==> src/rtl/tdc_tapped_line_channel.sv <==
// Tapped MUX delay-line TDC channel: samples an NTAPS-deep carry-style chain every clock
// and emits one timestamp (coarse count + popcount fine code) per accepted hit rising edge.

module tdc_mux_cell (
  input  logic a_i,
  input  logic b_i,
  input  logic s_i,
  output logic y_o
);
  assign y_o = s_i ? a_i : b_i;
endmodule

module tdc_tapped_line_channel #(
  parameter int NTAPS       = 64,
  parameter int COARSE_W    = 16,
  parameter int FINE_W      = $clog2(NTAPS + 1),
  parameter int DEAD_CYCLES = 4
) (
  input  logic                clk,
  input  logic                rst_n,
  input  logic                filtered_hit,
  input  logic                enable,
  output logic                tdc_valid,
  output logic [COARSE_W-1:0] tdc_coarse,
  output logic [FINE_W-1:0]   tdc_fine,
  output logic                tdc_sat,
  output logic                hit_lost,
  output logic                busy
);

  typedef enum logic {
    ST_IDLE = 1'b0,
    ST_DEAD = 1'b1
  } state_e;

  // Valid/ready note: there is no back-pressure; tdc_valid is a one-cycle strobe and the
  // timestamp fields stay stable until the next strobe, so the consumer must take it that cycle.

  logic [NTAPS-1:0] tap_w;
  logic [NTAPS-1:0] snap_w;

  for (genvar k = 0; k < NTAPS; k++) begin : g_tap
    logic a_w;
    logic z_w;
    if (k == 0) begin : g_first
      assign a_w = filtered_hit;
    end else begin : g_next
      assign a_w = g_tap[k-1].z_w;
    end
    (* keep = "true", dont_touch = "true" *)
    tdc_mux_cell u_cell (
      .a_i (a_w),
      .b_i (1'b0),
      .s_i (1'b1),
      .y_o (z_w)
    );
    assign tap_w[k] = z_w;
  end

  assign snap_w = tap_w;

  function automatic logic [FINE_W-1:0] popcount(input logic [NTAPS-1:0] v);
    logic [FINE_W-1:0] c;
    c = '0;
    for (int i = 0; i < NTAPS; i++) begin
      c = c + FINE_W'(v[i]);
    end
    return c;
  endfunction

  logic [COARSE_W-1:0] coarse_cnt_q, coarse_cnt_d;
  logic [NTAPS-1:0]    s1_taps_q, s2_taps_q;
  logic [COARSE_W-1:0] s1_coarse_q, s2_coarse_q;
  logic                prev_tap0_q;
  state_e              state_q, state_d;
  logic [7:0]          dead_cnt_q, dead_cnt_d;
  logic                hit_lost_q, hit_lost_d;
  logic                s3_valid_q;
  logic [COARSE_W-1:0] s3_coarse_q;
  logic [FINE_W-1:0]   s3_fine_q;
  logic                s3_sat_q;
  logic                out_valid_q;
  logic [COARSE_W-1:0] out_coarse_q;
  logic [FINE_W-1:0]   out_fine_q;
  logic                out_sat_q;

  logic                s2_tap0;
  logic                rise;
  logic                detect;
  logic [FINE_W-1:0]   s2_pop;
  logic                s4_load;

  assign s2_tap0 = s2_taps_q[0];
  assign rise    = s2_tap0 & ~prev_tap0_q;
  assign detect  = rise & enable & (state_q == ST_IDLE);
  assign s2_pop  = popcount(s2_taps_q);
  // An enable drop aborts a timestamp still sitting in S3.
  assign s4_load = s3_valid_q & enable;

  assign coarse_cnt_d = enable ? coarse_cnt_q + COARSE_W'(1) : '0;

  always_comb begin
    state_d    = state_q;
    dead_cnt_d = dead_cnt_q;
    hit_lost_d = hit_lost_q;
    if (!enable) begin
      state_d    = ST_IDLE;
      dead_cnt_d = '0;
      hit_lost_d = 1'b0;
    end else begin
      case (state_q)
        ST_IDLE: begin
          if (detect) begin
            state_d    = ST_DEAD;
            dead_cnt_d = 8'(DEAD_CYCLES);
          end
        end
        ST_DEAD: begin
          if (rise) begin
            hit_lost_d = 1'b1;
          end
          if (dead_cnt_q != 8'd0) begin
            dead_cnt_d = dead_cnt_q - 8'd1;
          end
          // Leave dead time only once the window has expired and the hit has fallen.
          if ((dead_cnt_q <= 8'd1) && !s2_tap0) begin
            state_d = ST_IDLE;
          end
        end
        default: begin
          state_d = ST_IDLE;
        end
      endcase
    end
  end

  always_ff @(posedge clk or negedge rst_n) begin
    if (!rst_n) begin
      coarse_cnt_q <= '0;
      s1_taps_q    <= '0;
      s1_coarse_q  <= '0;
      s2_taps_q    <= '0;
      s2_coarse_q  <= '0;
      prev_tap0_q  <= 1'b0;
      state_q      <= ST_IDLE;
      dead_cnt_q   <= '0;
      hit_lost_q   <= 1'b0;
    end else begin
      coarse_cnt_q <= coarse_cnt_d;
      s1_taps_q    <= snap_w;
      s1_coarse_q  <= coarse_cnt_q;
      s2_taps_q    <= s1_taps_q;
      s2_coarse_q  <= s1_coarse_q;
      prev_tap0_q  <= s2_tap0;
      state_q      <= state_d;
      dead_cnt_q   <= dead_cnt_d;
      hit_lost_q   <= hit_lost_d;
    end
  end

  always_ff @(posedge clk or negedge rst_n) begin
    if (!rst_n) begin
      s3_valid_q   <= 1'b0;
      s3_coarse_q  <= '0;
      s3_fine_q    <= '0;
      s3_sat_q     <= 1'b0;
      out_valid_q  <= 1'b0;
      out_coarse_q <= '0;
      out_fine_q   <= '0;
      out_sat_q    <= 1'b0;
    end else begin
      s3_valid_q  <= detect;
      if (detect) begin
        s3_coarse_q <= s2_coarse_q;
        s3_fine_q   <= s2_pop;
        s3_sat_q    <= (s2_pop == FINE_W'(NTAPS));
      end
      out_valid_q <= s4_load;
      if (s4_load) begin
        out_coarse_q <= s3_coarse_q;
        out_fine_q   <= s3_fine_q;
        out_sat_q    <= s3_sat_q;
      end
    end
  end

  assign tdc_valid  = out_valid_q;
  assign tdc_coarse = out_coarse_q;
  assign tdc_fine   = out_fine_q;
  assign tdc_sat    = out_sat_q;
  assign hit_lost   = hit_lost_q;
  assign busy       = (state_q == ST_DEAD);

endmodule

==> config.mk <==
export PLATFORM = sky130hd
export DESIGN_NAME = tdc_tapped_line_channel
export DESIGN_NICKNAME = d
export VERILOG_FILES = /design/src/rtl/tdc_tapped_line_channel.sv
export SDC_FILE = /design/constraint.sdc
export NUM_CORES = 1
export LEC_CHECK = 0
export CAP_MARGIN = 0
export CORE_AREA = 2 2 73 92
export CTS_CLUSTER_DIAMETER = 100
export DETAILED_ROUTE_END_ITERATION = 16
export DIE_AREA = 0 0 75 94
export PLACE_DENSITY = 0.89
export SLEW_MARGIN = 20
export SYNTH_ARGS = -nofsm -noshare
export SYNTH_HDL_FRONTEND = slang
export SYNTH_SLANG_ARGS = --single-unit
==> constraint.sdc <==
create_clock -name clk -period 3.5 [get_ports clk]
set_clock_uncertainty 0.1 [all_clocks]
set_input_delay 0.7 -clock clk [delete_from_list [all_inputs] [get_ports clk]]
set_output_delay 0.7 -clock clk [all_outputs]
set_load 0.05 [all_outputs]
Word level (Yosys, flattened, before mapping)
Cells that the tools add are included.

word-level totals
  bits in registers = 111
  input bits = 4
  output and inout bits = 27
  word-level logic and storage cells = 111

operators by class
  $add $sub $neg = 65
  magnitude comparators = 1
  equality and inequality tests = 5
  multiplexer cells = 12
  bitwise logic cells = 6
  reduce and logical (&&, ||, !) cells = 5

operators by type and width
  cell                   count
  $add 7x1->7            57
  $mux 8                 3
  $add 16x1->16 const B  1
  $mux 16                1
  $pmux 8 s2             1
  $le 8x1->1 const B     1
  $reduce_bool 8->1      1
  $sub 8x1->8 const B    1
  $add 6x1->7            1
  $eq 7x7->1 const B     1
  $add 5x1->6            1
  $mux 1                 6
  $add 4x1->5            1
  $add 3x1->4            1
  $and 1x1->1            4
  $ne 2x1->1 const B     2
  $reduce_and 2->1       2
  $add 2x1->3            1
  $ne 3x2->1 const B     1
  $ne 3x3->1 const B     1
  $add 1x1->2            1
  $not 1->1              2
  $pmux 1 s2             1
  $logic_and 1x1->1      1
  $logic_not 1->1        1

Logic depth before layout (Yosys ltp)
Gate-level depths: netlist of the first run.

  depth in word-level cells = 64
  mapped depth = 6
  mapped depth without buffers = 6

By module
From an unflattened synthesis of the first run, not the netlist that was laid out.

second synthesis, totals
  cell total of the unflattened synthesis = 696
  area, all modules = 9953.3 µm²

modules (own cells, without submodules)
  module                   instances  cells an instance  area each (µm²)  seq. area each (µm²)
  tdc_tapped_line_channel  1          632                8992.4           5930.7
  tdc_mux_cell             64         1                  15.0             0.0

Worst setup path after synthesis of the first run
No wires, ideal clock.

  path kind = input-to-reg
  start point = input port enable
  end point = register s3_coarse_q[0]
  setup time = 0.127 ns
  data arrival time = 1.707 ns
  data required time = 3.273 ns
  path slack = 1.566 ns
  stages = 4
  path buffers = 1
  path through = or2b_2 > nor2_4 > buf_6 > mux2_1

on the way
  longest elaborated chain between the ends = 2

RTL lines
  item                      line  text
  start: declaration        22    input logic enable,
  $and 1x1->1 (2 in a row)  95    assign detect = rise & enable & (state_q == ST_IDLE);
  net detect                89    logic detect;
  end signal: assignment    174   s3_coarse_q <= s2_coarse_q;
  end: declaration          79    logic [COARSE_W-1:0] s3_coarse_q;

The timed path passes the listed nets, and every way through them passes these cells.
A chain may end at the register's enable or synchronous reset.

Final worst setup path of the first run
  start point = register state_q (netlist: busy)
  end point = output port busy

RTL lines
  item                      line  text
  start: declaration        75    state_e state_q, state_d;
  start signal: assignment  155   state_q <= state_d;
  end: declaration          28    output logic busy

No word-level cell between the ends.

==> flow_metrics.py, run 1 <==
metrics = {
    "timing": {
        "final_max_slew_viol_count": 0,
        "rsz0062_at_grt": "false",
        "min_period_over_period_pct": 71.5,
        "layout_min_cycle_time_ns": 2.50,
        "hold_viol": 0,
        "fin_hold_ws_ns": 0.245,
        "fmax_mhz": 399,
        "slew_headroom_pct": 47.6,
        "tightest_slew_ns": 0.786,
        "fin_setup_tns_ns": 0,
        "setup-violations-final": 0,
    },
    "run_status": {
        "outcome": "completed",
    },
    "drt": {
        "drt_wl_total_um": 5610,
        "drcViolationCount": 0,
        "viasPerCell": 5.30,
        "ant_nets": 0,
        "avgRoutedWirePerCell_um": 14.8,
        "drt_pass1_iterations": 4,
        "num_vias": 2010,
        "dr.first_iter.drc_count": 180,
    },
    "placement": {
        "placed_cells": 363,
        "port_buffers": 24,
        "dp_hpwl_um": 3790,
        "placed_area_um2": 3950,
        "gp_congestion": 0.792,
    },
    "critical_path": {
        "crit_chain": "clkdlybuf4s50_1",
        "r2r_slack_ns": 1.60,
        "slowest_delay_ns": 0.86,
        "start_kind": "flop",
        "cp_num_buf_inv": 1,
        "required_ns": 2.70,
        "arrival_ns": 1.70,
        "timing.critical_path.slowest_stage_cell": "clkdlybuf4s50_1",
        "cp_top_family": "buffers and inverters",
        "endpoint_kind": "output port",
        "critPathMaxFanout": 8,
        "path_class": "flop to output port",
    },
    "global_routing": {
        "grt_start_max_net_pins": 67,
        "antenna_found_initial": 0,
        "grt_pass1_wl_um": 9760,
        "grt-ovfl-total": 0,
        "grt_usage_pct": 18.8,
        "grt_pass1_vias": 2062,
    },
    "yosys": {
        "synth_mux_area_share_pct": 10.7,
        "synth_top_family_by_area": "simple AND/OR/NAND/NOR gates",
        "avgSynthCellArea_um2": 14.1,
        "syn-cell-area_um2": 3650,
        "synth-compound-area-share_pct": 4.52,
        "synth_warnings": 0,
        "yosysSeqAreaShare_pct": 66.4,
        "synth_xor_area_share_pct": 2.88,
        "syn_inst": 259,
        "synth_adder_area_share_pct": 1.03,
        "synth-simple-area-share_pct": 11.2,
        "synth.distinct_cells": 47,
        "synth_seq_cells": 97,
    },
    "clock_network": {
        "ctsHtreeMaxLevel": 3,
        "tritoncts": "yes",
        "clkTransAtPathRegs_ns": 0.09,
        "ctsHoldBuffers": 0,
        "cts-root-buf": "clkbuf_8",
        "numCtsBuffers": 9,
        "clockBufferDepth": 2,
        "clock_latency_ns": 0.35,
        "cts_setup_buffers": 0,
        "cts_sinks": 97,
        "cts_resized": 0,
    },
    "die": {
        "die_w_um": 75,
        "num_io_pins": 31,
        "dieArea_um2": 7050,
        "start_util_pct": 59.6,
        "chipHeight_um": 94,
        "row_count": 32,
        "coreArea_um2": 6130,
    },
    "cells_and_area": {
        "stdcell_area_um2": 4140,
        "mostFrequentLayoutCells": "dfrtp_1, mux2_2, clkdlybuf4s50_1, and2_1, clkbuf_8",
        "n_antenna_cell": 0,
        "syn2layout_area_growth_pct": 13.2,
        "fin_nets": 296,
        "drive_above_1_share_pct": 18.0,
        "finalNonFillerCells": 379,
        "layout_commonest_cell": "dfrtp_1",
    },
    "pwr": {
        "internal_power_w": 0.00157,
        "power.share.combinational_pct": 13.3,
        "seqPwrFrac_pct": 55.4,
        "swShare_pct": 27.7,
        "ir_drop_uv": 289,
        "pwr-share-clk_pct": 31.3,
        "power_per_cell_area_nw_per_um2": 526,
        "p_sw_w": 0.000602,
        "p_leak_nw": 2.02,
    },
    "run": {
        "drv_cap": 0,
    },
    "worst_hold_path": {
        "hp-class": "flop to flop",
    },
}
[synthesized netlist by cell type, drive strengths merged]
master    n  share of area, %
nor4b     1              0.24
clkbuf    2              0.21
o21bai    1              0.21
and3      1              0.17
nor2b     2              0.34
o22ai     1              0.17
nor3b     2              0.41
o21ai    13               1.8
conb      1              0.10
nand2b    3              0.51
or3b      1              0.24
or3       4              0.68
o2bb2ai   1              0.41
and2b     1              0.21
xor2      5               1.2
nor4      3               1.1
nand3     5              0.68
o41ai     1              0.24
xnor2     7               1.7
o2111ai   1              0.24
mux2i     2              0.55
o31ai     1              0.21
inv       6              0.62
or2       2              0.34
nor2      6              0.82
a21boi    1              0.21
nor3      6              0.96
or2b      1              0.24
ha        3               1.0
nand4     4              0.68
a21oi     6              0.82
a2bb2oi   1              0.24
nand2     8              0.82
dfrtp    97                66
and4      1              0.24
or4       2              0.41
mux2     33                10
buf      11               2.3
and2     12               2.1
[through the flow]
stage	util (%)	setup WS [ns]	total power [W]
after floorplan	-	1.57	0.00144
after global placement	64.4	0.899	0.00151
after detailed placement	64.4	0.865	0.00152
after CTS	67.5	0.988	0.00220
after global routing	67.5	0.952	0.00228
final	67.5	0.996	0.00217
[logic make-up (layout without fill, tap and decap cells)]
group | Yosys count | in the layout
other cells | 1 | 6
xor+xnor | 12 | 12
flops | 97 | 97
simple gates | 65 | 65
mux | 35 | 35
compound gates | 27 | 27
buf+inv | 19 | 49
fa+ha+maj | 3 | 3
[power groups by stage]
| stage | Combinational, W | Sequential [W] | Clock (W) |
|---|---|---|---|
| after detailed placement | 0.000292 | 0.00123 | 0 |
| after global placement | 0.000282 | 0.00122 | 0 |
| after global routing | 0.000318 | 0.00121 | 0.000752 |
| after floorplan | 0.000177 | 0.00126 | 0 |
| after CTS | 0.000293 | 0.00120 | 0.000700 |
| final | 0.000290 | 0.00120 | 0.000680 |
[sequential cells by signal (all words and copies together), names as in the netlist]
register and count:
s2_taps_q 1, busy 1, s3_fine_q 1, tdc_coarse 16, coarse_cnt_q 16, tdc_valid 1
s1_coarse_q 16, s1_taps_q 1, s2_coarse_q 16, prev_tap0_q 1, tdc_fine 1, s3_coarse_q 16
s3_valid_q 1, dead_cnt_q 8, hit_lost 1
[per-layer routing]
metal  vias up  GRT usage (%)  wire [µm]
li1        939              -          -
met1      1027           25.4       2530
met2        34           28.9       2820
met3        10           3.86        146
met4         0           8.78        123
met5         -              0          0
[path summary, 6_finish.rpt]
| check | startpoint | endpoint | cells after the start |
|---|---|---|---|
| min in group asynchronous | rst_n | tdc_coarse[1] | 1 |
| max in group asynchronous | rst_n | hit_lost | 2 |
| min | s1_coarse_q[9] | s2_coarse_q[9] | 0 |
| max reg2reg | busy | s3_coarse_q[15] | 3 |
| min reg2reg | s1_coarse_q[9] | s2_coarse_q[9] | 0 |
| max | busy | busy | 1 |
[cell type report]
| cell class | count | area (µm²) |
|---|---|---|
| Clock buffer | 12 | 155 |
| Clock inverter | 4 | 33.8 |
| Fill cell | 427 | 1990 |
| Inverter | 6 | 22.5 |
| Multi-Input combinational cell | 148 | 1130 |
| Sequential cell | 97 | 2430 |
| Tap cell | 85 | 106 |
| Timing Repair Buffer | 27 | 260 |
Note: power is estimated with default switching activity, not from simulation.
==> run 2: changes to the inputs <==
--- a/config.mk
+++ b/config.mk
@@ -6,11 +6,11 @@
 export NUM_CORES = 1
 export LEC_CHECK = 0
 export CAP_MARGIN = 0
-export CORE_AREA = 2 2 73 92
+export CORE_AREA = 2 2 75 95
 export CTS_CLUSTER_DIAMETER = 100
 export DETAILED_ROUTE_END_ITERATION = 16
-export DIE_AREA = 0 0 75 94
-export PLACE_DENSITY = 0.89
+export DIE_AREA = 0 0 77 97
+export PLACE_DENSITY = 0.85
 export SLEW_MARGIN = 20
 export SYNTH_ARGS = -nofsm -noshare
 export SYNTH_HDL_FRONTEND = slang
==> constraint.sdc (replaced) <==
create_clock -name clk -period 2.5 [get_ports clk]
set_clock_uncertainty 0.1 [all_clocks]
set_input_delay 0.5 -clock clk [delete_from_list [all_inputs] [get_ports clk]]
set_output_delay 0.5 -clock clk [all_outputs]
set_load 0.05 [all_outputs]
==> flow_metrics.py, run 2 (synthesis results as in run 1) <==
metrics = {
    "timing": {
        "tightest_slew_ns": 0.502,
        "fmax_mhz": 434,
        "final_max_slew_viol_count": 0,
        "fin_setup_tns_ns": 0,
        "rsz0062_at_grt": "false",
        "min_period_over_period_pct": 92.2,
        "slew_headroom_pct": 66.5,
        "layout_min_cycle_time_ns": 2.31,
        "hold_viol": 0,
        "setup-violations-final": 0,
        "fin_hold_ws_ns": 0.255,
    },
    "die": {
        "die_w_um": 77,
        "start_util_pct": 56.0,
        "chipHeight_um": 97,
        "num_io_pins": 31,
        "row_count": 33,
        "dieArea_um2": 7470,
        "coreArea_um2": 6520,
    },
    "critical_path": {
        "arrival_ns": 1.71,
        "r2r_start": "dead_cnt_q[1]",
        "timing.critical_path.slowest_stage_cell": "clkdlybuf4s50_1",
        "required_ns": 1.90,
        "crit_chain": "clkdlybuf4s50_1",
        "slowest_delay_ns": 0.85,
        "reg2regPathDepth": 6,
        "cp_num_buf_inv": 1,
        "start_kind": "flop",
        "crit_cells": 1,
        "crit_start": "busy",
        "critPathMaxFanout": 8,
        "cp_top_family": "buffers and inverters",
        "path_class": "flop to output port",
        "endpoint_kind": "output port",
    },
    "clock_network": {
        "clkTransAtPathRegs_ns": 0.09,
        "clock_latency_ns": 0.35,
        "tritoncts": "yes",
        "cts-root-buf": "clkbuf_8",
        "numCtsBuffers": 9,
        "cts_sinks": 97,
        "ctsHtreeMaxLevel": 3,
        "clockBufferDepth": 2,
        "cts_resized": 0,
    },
    "cells_and_area": {
        "fin_nets": 300,
        "drive_above_1_share_pct": 18.9,
        "fillCellCount": 499,
        "layout_commonest_cell": "dfrtp_1",
        "mostFrequentLayoutCells": "dfrtp_1, mux2_2, clkdlybuf4s50_1, and2_1",
        "finalNonFillerCells": 384,
        "syn2layout_area_growth_pct": 15.5,
        "n_antenna_cell": 0,
    },
    "pwr": {
        "p_leak_nw": 2.06,
        "ir_drop_uv": 376,
        "power_per_cell_area_nw_per_um2": 753,
    },
    "drt": {
        "dr.first_iter.drc_count": 148,
        "viasPerCell": 5.27,
        "num_vias": 2022,
        "drt_wl_total_um": 5460,
        "avgRoutedWirePerCell_um": 14.2,
        "drcViolationCount": 0,
        "ant_nets": 0,
        "drt_pass1_iterations": 4,
    },
    "global_routing": {
        "grt_start_max_net_pins": 43,
        "grt_pass1_vias": 2095,
        "use_met2_pct": 26.2,
        "grt_util_met1_pct": 19.8,
        "antenna_found_initial": 0,
        "grt_util_met3_pct": 3.36,
        "grt_pass1_wl_um": 9500,
        "grt-ovfl-total": 0,
        "grt-busiest-layer": "met2",
        "grt_usage_pct": 16.2,
    },
    "worst_hold_path": {
        "hold_depth": 0,
        "hp-class": "flop to flop",
        "min_from": "s1_coarse_q[5]",
    },
    "placement": {
        "port_buffers": 24,
        "gp_congestion": 0.890,
        "dp_hpwl_um": 3760,
        "placed_cells": 368,
    },
    "run_status": {
        "outcome": "completed",
    },
    "run": {
        "drv_cap": 0,
    },
}
-- run 2: area by class of cell --
| cell class | count | area [µm²] | area share, % |
|---|---|---|---|
| clock inverter | 6 | 90.1 | 2.13 |
| timing repair buffer | 31 | 318 | 7.53 |
| tap | 87 | 109 | 2.58 |
| clock buffer | 9 | 124 | 2.94 |
| inverter | 6 | 22.5 | 0.534 |
| sequential | 97 | 2430 | 57.5 |
| multi-input combinational | 148 | 1130 | 26.8 |
-- run 2: path summary, 6_finish.rpt --
path	to	slack, ns
min in group asynchronous	coarse_cnt_q[0]	0.54
worst max register to register	dead_cnt_q[2]	0.57
worst min register to register	s2_coarse_q[5]	0.25
worst min-delay path	s2_coarse_q[5]	0.25
max in group asynchronous	s1_coarse_q[10]	1.11
worst max-delay path	busy	0.19
-- run 2: layer usage --
layer  part of all wire, %  vias up
met5                     0        -
met4                   3.2        0
met3                   3.7       18
met2                    51       52
met1                    42     1004
li1                      -      948
-- run 2: power breakdown --
group | internal, W | switching, W | total (W)
sequential | 0.00163 | 0.0000544 | 0.00169
combinational | 0.000150 | 0.000266 | 0.000416
clock | 0.000563 | 0.000514 | 0.00108
total | 0.00234 | 0.000834 | 0.00318
-- run 2: through the flow --
| step | setup WS (ns) | power, W | instance area, µm² | util, % |
|---|---|---|---|---|
| 2_1_floorplan | 0.581 | 0.00202 | 3670 | - |
| 3_3_place_gp | 0.315 | 0.00212 | 4000 | 61.3 |
| 3_5_place_dp | 0.262 | 0.00213 | 4000 | 61.3 |
| 4_1_cts | 0.170 | 0.00321 | 4220 | 64.7 |
| 5_1_grt | 0.132 | 0.00333 | 4220 | 64.7 |
| 6_report | 0.195 | 0.00318 | 4220 | 64.7 |
-- run 2: worst register-to-register path, cell delays in order (launching register included) --
cell and delay [ns]:
dfrtp_1 0.43, inv_1 0.09, ha_1 0.26, or3b_2 0.49, nor3_2 0.17, a2bb2oi_1 0.20, a21oi_1 0.06
-- run 2: timing repair --
action                                 in CTS  in global routing
endpoints found under the hold margin       5                  0
hold buffers                                1                  0
buffers inserted                            0                  0
